===== src/rtl/a5_pkg.sv =====
// Shared constants and state encoding for the A5/1 message path
// (packer, cipher and output unpacker).
package a5_pkg;

   localparam int BLK_BYTES = 32;
   localparam int MSG_W     = 8 * BLK_BYTES;
   localparam int LEN_W     = $clog2(BLK_BYTES + 1);
   localparam int FRM_W     = 22;
   localparam int IDX_W     = $clog2(BLK_BYTES);

   // FILL: collecting bytes into msg; HOLD: presenting a finished block.
   typedef enum logic {
      FILL = 1'b0,
      HOLD = 1'b1
   } state_t;

endpackage


===== src/rtl/a5_msg_packer.sv =====
// a5_msg_packer: packs a plaintext byte stream into 256-bit zero-padded
// message blocks, first byte in the top byte lane, and tags each block
// with its byte count, end-of-message flag and frame index.
//
// Handshakes (both sides): a transfer happens on a rising clk edge where
// valid and ready are both 1. A source holds data stable while valid=1 and
// ready=0; ready may be sampled as don't-care while valid=0. in_last is only
// meaningful when in_valid=1. msg_valid stays high with msg/msg_len/msg_last/
// frame_cnt frozen until msg_ready is seen.
module a5_msg_packer #(
   parameter int FRM_W = a5_pkg::FRM_W
) (
   input  logic                      clk,
   input  logic                      rst,
   input  logic [7:0]                in_data,
   input  logic                      in_valid,
   input  logic                      in_last,
   output logic                      in_ready,
   output logic [a5_pkg::MSG_W-1:0]  msg,
   output logic                      msg_valid,
   input  logic                      msg_ready,
   output logic [a5_pkg::LEN_W-1:0]  msg_len,
   output logic                      msg_last,
   output logic [FRM_W-1:0]          frame_cnt
);

   import a5_pkg::*;

   // state is kept as a named signal so checkers can probe the FSM directly.
   state_t           state;
   logic [IDX_W-1:0] idx;

   logic in_fire;
   logic blk_done;

   // A byte is taken when the packer is ready; the block closes on the last
   // byte lane or on the end of the message.
   always_comb begin
      in_fire  = in_valid & in_ready;
      blk_done = in_fire & ((idx == IDX_W'(BLK_BYTES - 1)) | in_last);
   end

   // Packer FSM with byte index, block tags and frame counter, all registered.
   always_ff @(posedge clk) begin
      if (rst) begin
         state     <= FILL;
         idx       <= '0;
         msg       <= '0;
         msg_valid <= 1'b0;
         in_ready  <= 1'b0;
         msg_len   <= '0;
         msg_last  <= 1'b0;
         frame_cnt <= '0;
      end else begin
         case (state)
            FILL: begin
               in_ready <= 1'b1;
               if (in_fire) begin
                  msg[MSG_W - 1 - 8 * int'(idx) -: 8] <= in_data;
                  idx <= idx + 1'b1;
                  if (blk_done) begin
                     state     <= HOLD;
                     msg_valid <= 1'b1;
                     in_ready  <= 1'b0;
                     msg_len   <= {1'b0, idx} + LEN_W'(1);
                     msg_last  <= in_last;
                  end
               end
            end
            HOLD: begin
               // msg_valid is 1 throughout HOLD, so msg_ready alone completes the transfer.
               if (msg_ready) begin
                  state     <= FILL;
                  msg_valid <= 1'b0;
                  in_ready  <= 1'b1;
                  msg       <= '0;
                  idx       <= '0;
                  frame_cnt <= msg_last ? '0 : frame_cnt + 1'b1;
               end
            end
            default: begin
               state <= FILL;
            end
         endcase
      end
   end

endmodule


===== config.mk =====
export PLATFORM = sky130hd
export DESIGN_NAME = a5_msg_packer
export DESIGN_NICKNAME = d
export VERILOG_FILES = /design/src/rtl/a5_pkg.sv /design/src/rtl/a5_msg_packer.sv
export SDC_FILE = /design/constraint.sdc
export NUM_CORES = 1
export LEC_CHECK = 0
export CAP_MARGIN = 20
export CORE_ASPECT_RATIO = 1.1
export CORE_MARGIN = 4
export CORE_UTILIZATION = 40
export CTS_CLUSTER_SIZE = 24
export DETAILED_ROUTE_END_ITERATION = 8
export PLACE_DENSITY = 0.7
export SLEW_MARGIN = 40
export SYNTH_ARGS = -nofsm -noshare
export SYNTH_HDL_FRONTEND = slang
export SYNTH_SLANG_ARGS = --single-unit

===== constraint.sdc =====
create_clock -name clk -period 4.83 [get_ports clk]
set_input_delay 0.966 -clock clk [delete_from_list [all_inputs] [get_ports clk]]
set_output_delay 0.966 -clock clk [all_outputs]
set_load 0.005 [all_outputs]

# Yosys cells after proc, flatten, opt, wreduce, memory -nomap -nowiden
# Index checks and enable logic that the tools add are counted.
# classes
n_addsub,5
multipliers,0
n_div,0
n_lt_le_gt_ge,0
eq_ne,4
shift,2
mux,20
bitwise,4
reduce_logical,4
# op_table
cell,count
$mux 256,2
$pmux 256 s2,1
$shift 8x33->263 const A,1
$shiftx 8x33->263,1
$bwmux 256,1
$neg 9->33,1
$add 22x1->22 const B,1
$mux 22,1
$mux 5,2
$pmux 5 s2,1
$mux 1,9
$sub 8x8->9 const A,1
$add 5x1->6 const B,1
$ne 2x2->1 const B,3
$pmux 1 s2,3
$reduce_and 3->1,2
$add 5x1->5 const B,1
$eq 5x5->1 const B,1
$reduce_and 2->1,2
$and 1x1->1,2
$not 1->1,1
$or 1x1->1,1
# totals
reg_bits,293
latch_bits,0
mem_bits_rw,0
romBits,0
in_bits,13
output_inout_bits,287
elab_cells,47
memories,0

# Logic depth before layout (Yosys ltp)
# logic_depth
ltp_word,6
ltp_mapped,11
mapped_depth_nobuf,7

# Least setup slack after synthesis
# Ideal clock, no wire load.
# synth_timing
path_type,register to register
start,register idx[1]
end,register msg[112] (netlist bit)
setup_time_ps,65
arrival_time_ps,2370
required_time_ps,4765
setup_slack_ps,2394
path_stages_with_launch,10
path_buffers,3
synth_period_minus_slack_ps,2436
cell_sequence,dfxtp_1 > clkbuf_1 > buf_2 > inv_1 > ha_1 > nand2b_1 > a211o_1 > clkbuf_1 > mux2_2 > nor2_1
# synth_via
elab_chain_cells,6
elab_cells_between_ends,7
classes_between,add/sub: 2; shift: 2; mux: 3
# synth_lines
element,line_no,rtl
start: declaration,a5_msg_packer.sv:31,logic [IDX_W-1:0] idx;
start signal: assignment,a5_msg_packer.sv:60,idx <= idx + 1'b1;
$sub 8x8->9 *,a5_msg_packer.sv:59,msg[MSG_W - 1 - 8 * int'(idx) -: 8] <= in_data;
$neg 9->33 *,a5_msg_packer.sv:59,
$shiftx 8x33->263 or $shift 8x33->263 (tied branches),a5_msg_packer.sv:59,
$bwmux 256 *,a5_msg_packer.sv:59,
$mux 256 *,a5_msg_packer.sv:58,if (in_fire) begin
$pmux 256 s2 *,a5_msg_packer.sv:55,case (state)
end signal: indexed assignment,a5_msg_packer.sv:59,
end: declaration,a5_msg_packer.sv:19,"output logic [a5_pkg::MSG_W-1:0] msg,"
# Every way passes the cells marked *; elsewhere a longest branch is shown, timed or not. The select of a mux whose other input is x is not followed.
# A chain may end at the register's enable or synchronous reset.

# Worst setup path in the final report
# layout_timing
start,register idx[1]
end,register msg[162] (netlist bit)
# Same word-level chain as after synthesis.

==> impl_metrics.yaml <==
synth:
  synth_edf_count: 0
  netlist.top_cell.by_area: "sky130_fd_sc_hd__dfxtp_1"
  synth.distinct_cells: 60
  syn_nets: 1357
  postSynthRegisterBits: 293
  syn-mean-instance-area_um2: 9.070
  yosys-top-cells-area: "sky130_fd_sc_hd__dfxtp_1, sky130_fd_sc_hd__mux2_2, sky130_fd_sc_hd__nor2_1, sky130_fd_sc_hd__a31oi_1, sky130_fd_sc_hd__nand2_1"
  number_of_warnings_issued_by_yosys: 0
  synth.cell_area_um2: 12120
  fraction_of_post_synthesis_cell_area_in_the_top_cell_type_by_area_pct: 48.40
  async_reset_ff_share_pct: 0
  synth_flop_cell: "sky130_fd_sc_hd__dfxtp_1"
  postSynthCellCount: 1336
  synth_seq_area_share_pct: 48.40
hold_path:
  hp-class: "register to register"
  hold_path_depth: 2
  hold-path-endpoint: "msg_len[5]"
  hold_path_startpoint: "msg_len[5]"
clock_network:
  cts_resized: 0
  cts_root_buffer: "sky130_fd_sc_hd__clkbuf_16"
  cts_num_sinks: 293
  htreeDepth: 1
  cts_inserted_buffers: 30
  cts.repair_timing.setup_buffer_count: 0
  cts.path.max_buffers: 3
  clk_transition_reported_paths_ps: 70
  clk_latency_ps: 570
  ctsHoldBuffers: 0
  cts_tree: "yes"
drt:
  antenna_violating_nets_post_route: 0
  detailedRoute.firstIterationViolations: 994
  vias: 11100
  vias_per_cell: 5.659
  wirelength_mm: 41.02
  remaining_drc_errors: 0
  detailedRoute.firstPassIterationCount: 6
  wl_per_cell_um: 20.92
sta:
  final.min_clock_period_ps: 3022
  final-max-slew-violation-count: 0
  report.final.setup_viol: 0
  final-hold-violation-count: 0
  worst-slew-pin-transition_ps: 954.4
  fin_setup_tns_ps: 0
  skew_ps: 42.03
  slew_headroom_pct: 36.08
  max_freq_mhz: 331.0
  layout_worst_path_cycle_share_pct: 62.56
  rsz0062_at_grt: "false"
cells_and_area:
  n_antenna_cell: 0
  layout-area-overhead-vs-synth_pct: 34.57
  post-route-cell-area_um2: 16310
  nNetsFinal: 1584
  layoutNonFillerInstCount: 1961
  fraction_of_final_layout_cells_with_drive_strength_greater_than_1_pct: 11.34
floorplan:
  fp.dieH_um: 190.6
  dieArea_um2: 33150
  floorplan.initialDensity_pct: 40.76
  design.portCount: 300
  fp.dieW_um: 174.0
  floorplan.rows: 66
  core-area_um2: 29730
global_routing:
  grt_pass1_wl_mm: 62.78
  gr-usage-all-layers_pct: 23.35
  via_count_of_the_first_global_routing_pass: 10850
  globalRouteOverflowTotal: 0
  grt_antenna_before_repair: 0
  grt_start_max_net_pins: 147
setup_path:
  rrSetupSlack_ps: 1810
  end_kind: "register"
  cp_cell_sequence: "ha_1 -> ha_1 -> nand4b_1 -> or2_2 -> a31oi_1 -> nor2_1"
  cp.arrival_ps: 3420
  worst_case_reg_to_reg_path_depth: 6
  r2r_end: "msg[162]"
  cp.required_ps: 5230
  critical_path_buf_inv_count: 0
  cp-start-kind: "register"
  cp_slowest_stage_delay_ps: 810
  critical_path.most_common_cell: "sky130_fd_sc_hd__ha_1"
  path_delay_family: "simple AND/OR/NAND/NOR gates"
  worst_r2r_startpoint: "idx[1]"
  critical_path_slowest_stage_cell: "sky130_fd_sc_hd__dfxtp_1"
  critical_path_class: "register to register"
  crit_path_max_fanout: 20
pwr:
  peakVddDrop_uv: 266.1
  cellPowerDensity_nw_per_um2: 318.0
  power.leakage_nw: 5.348
  power_mw: 5.185
place:
  dpl.cell_count: 1903
  port-buffer-count: 299
  cell_area_after_placement_um2: 15190
  post-dp-hpwl_mm: 27.69
  place.gp.congestion: 0.8187
outcome:
  outcome: "complete, no violations"
run:
  maxCapViolations: 0
metal layers:
| layer | up-vias | track usage, % | wire, um |
|---|---|---|---|
| met2 | 450 | 39.61 | 19460 |
| li1 | 5221 | - | - |
| met5 | - | 0 | 0 |
| met3 | 73 | 6.008 | 3280 |
| met4 | 0 | 6.762 | 1136 |
| met1 | 5353 | 29.52 | 17140 |
cell type report:
| type | instances | area, um^2 |
|---|---|---|
| Tap cell | 374 | 467.9 |
| Timing Repair Buffer | 316 | 3122 |
| Inverter | 6 | 22.52 |
| Clock inverter | 15 | 251.5 |
| Multi-Input combinational cell | 916 | 5741 |
| Clock buffer | 41 | 832.0 |
| Sequential cell | 293 | 5871 |
| Fill cell | 2680 | 13420 |
worst max-delay path by stage:
| stage | from | endpoint | slack [ps] | cells after the start |
|---|---|---|---|---|
| global placement | msg_ready | msg[63] | 1440 | 5 |
| global route | idx[1] | msg[162] | 1580 | 6 |
| floorplan | idx[1] | msg[112] | 2390 | 9 |
| detailed placement | msg_ready | msg[242] | 1360 | 5 |
| finish | idx[1] | msg[162] | 1810 | 6 |
| CTS | idx[1] | msg[1] | 1790 | 6 |
cell families (layout without fill, tap and decap cells):
family	count (synthesis)	after routing	synth area share (%)
buffers and inverters	127	378	4.553
AOI/OAI and AO/OA	241	241	14.47
adders and majority gates	8	8	0.8261
DFF	293	293	48.40
xor gates and xnor gates	10	10	0.7228
muxes	82	82	7.599
and+or+nand+nor	575	575	23.43
worst register-to-register path: stages (launching register included):
cell and delay (ps):
sky130_fd_sc_hd__dfxtp_1 810, sky130_fd_sc_hd__ha_1 320, sky130_fd_sc_hd__ha_1 210, sky130_fd_sc_hd__nand4b_1 610, sky130_fd_sc_hd__or2_2 640, sky130_fd_sc_hd__a31oi_1 190
sky130_fd_sc_hd__nor2_1 70
flip-flops by register name, indices dropped and copies added (netlist names):
name       cells
msg_len        6
msg          256
idx            5
in_ready       1
msg_last       1
frame_cnt     22
state          1
msg_valid      1
through the flow:
step / hold slack [ps] / util, % / setup slack (ps)
global placement: 441.8 / 51.05 / 1440
detailed placement: 446.2 / 51.08 / 1356
floorplan: 448.2 / - / 2394
global route: 475.9 / 54.85 / 1581
CTS: 453.9 / 54.73 / 1791
finish: 452.8 / 54.85 / 1808
report_power, final:
group	leakage, nW	total, mW	switching (mW)	internal (mW)
logic	2.46	0.217	0.159	0.0582
registers	2.36	2.44	0.0129	2.42
clock network	0.525	2.53	0.998	1.53
synth_stat cells (7+ instances only):
| master | count |
|---|---|
| sky130_fd_sc_hd__dfxtp_1 | 293 |
| sky130_fd_sc_hd__nor2_1 | 223 |
| sky130_fd_sc_hd__nand2_1 | 132 |
| sky130_fd_sc_hd__a31oi_1 | 86 |
| sky130_fd_sc_hd__nor3_1 | 81 |
| sky130_fd_sc_hd__mux2_2 | 75 |
| sky130_fd_sc_hd__clkbuf_1 | 72 |
| sky130_fd_sc_hd__a22oi_1 | 41 |
| sky130_fd_sc_hd__buf_2 | 32 |
| sky130_fd_sc_hd__a21oi_1 | 24 |
| sky130_fd_sc_hd__a22o_1 | 20 |
| sky130_fd_sc_hd__nand4b_1 | 19 |
| sky130_fd_sc_hd__nand3_1 | 18 |
| sky130_fd_sc_hd__o31ai_1 | 18 |
| sky130_fd_sc_hd__nand3b_1 | 17 |
| sky130_fd_sc_hd__a32o_1 | 16 |
| sky130_fd_sc_hd__nand4_1 | 15 |
| sky130_fd_sc_hd__or3_1 | 14 |
| sky130_fd_sc_hd__o21ai_0 | 11 |
| sky130_fd_sc_hd__buf_1 | 9 |
| sky130_fd_sc_hd__nand2b_1 | 9 |
| sky130_fd_sc_hd__ha_1 | 8 |
| sky130_fd_sc_hd__a211o_1 | 7 |
| sky130_fd_sc_hd__xor2_1 | 7 |
placed cells by master (no fill, tap or decap), drive strengths merged, types with 15 or more instances in the layout:
master / instances
nand3b: 19
buf: 22
a21oi: 24
clkbuf: 41
a22o: 20
mux2: 80
nor2: 223
a22oi: 41
nand4: 15
nor3: 84
clkdlybuf4s50: 294
nand2: 133
a32o: 16
nand3: 18
dfxtp: 293
nand4b: 19
a31oi: 86
o31ai: 19
No activity file was read; power rests on OpenSTA's default activity.
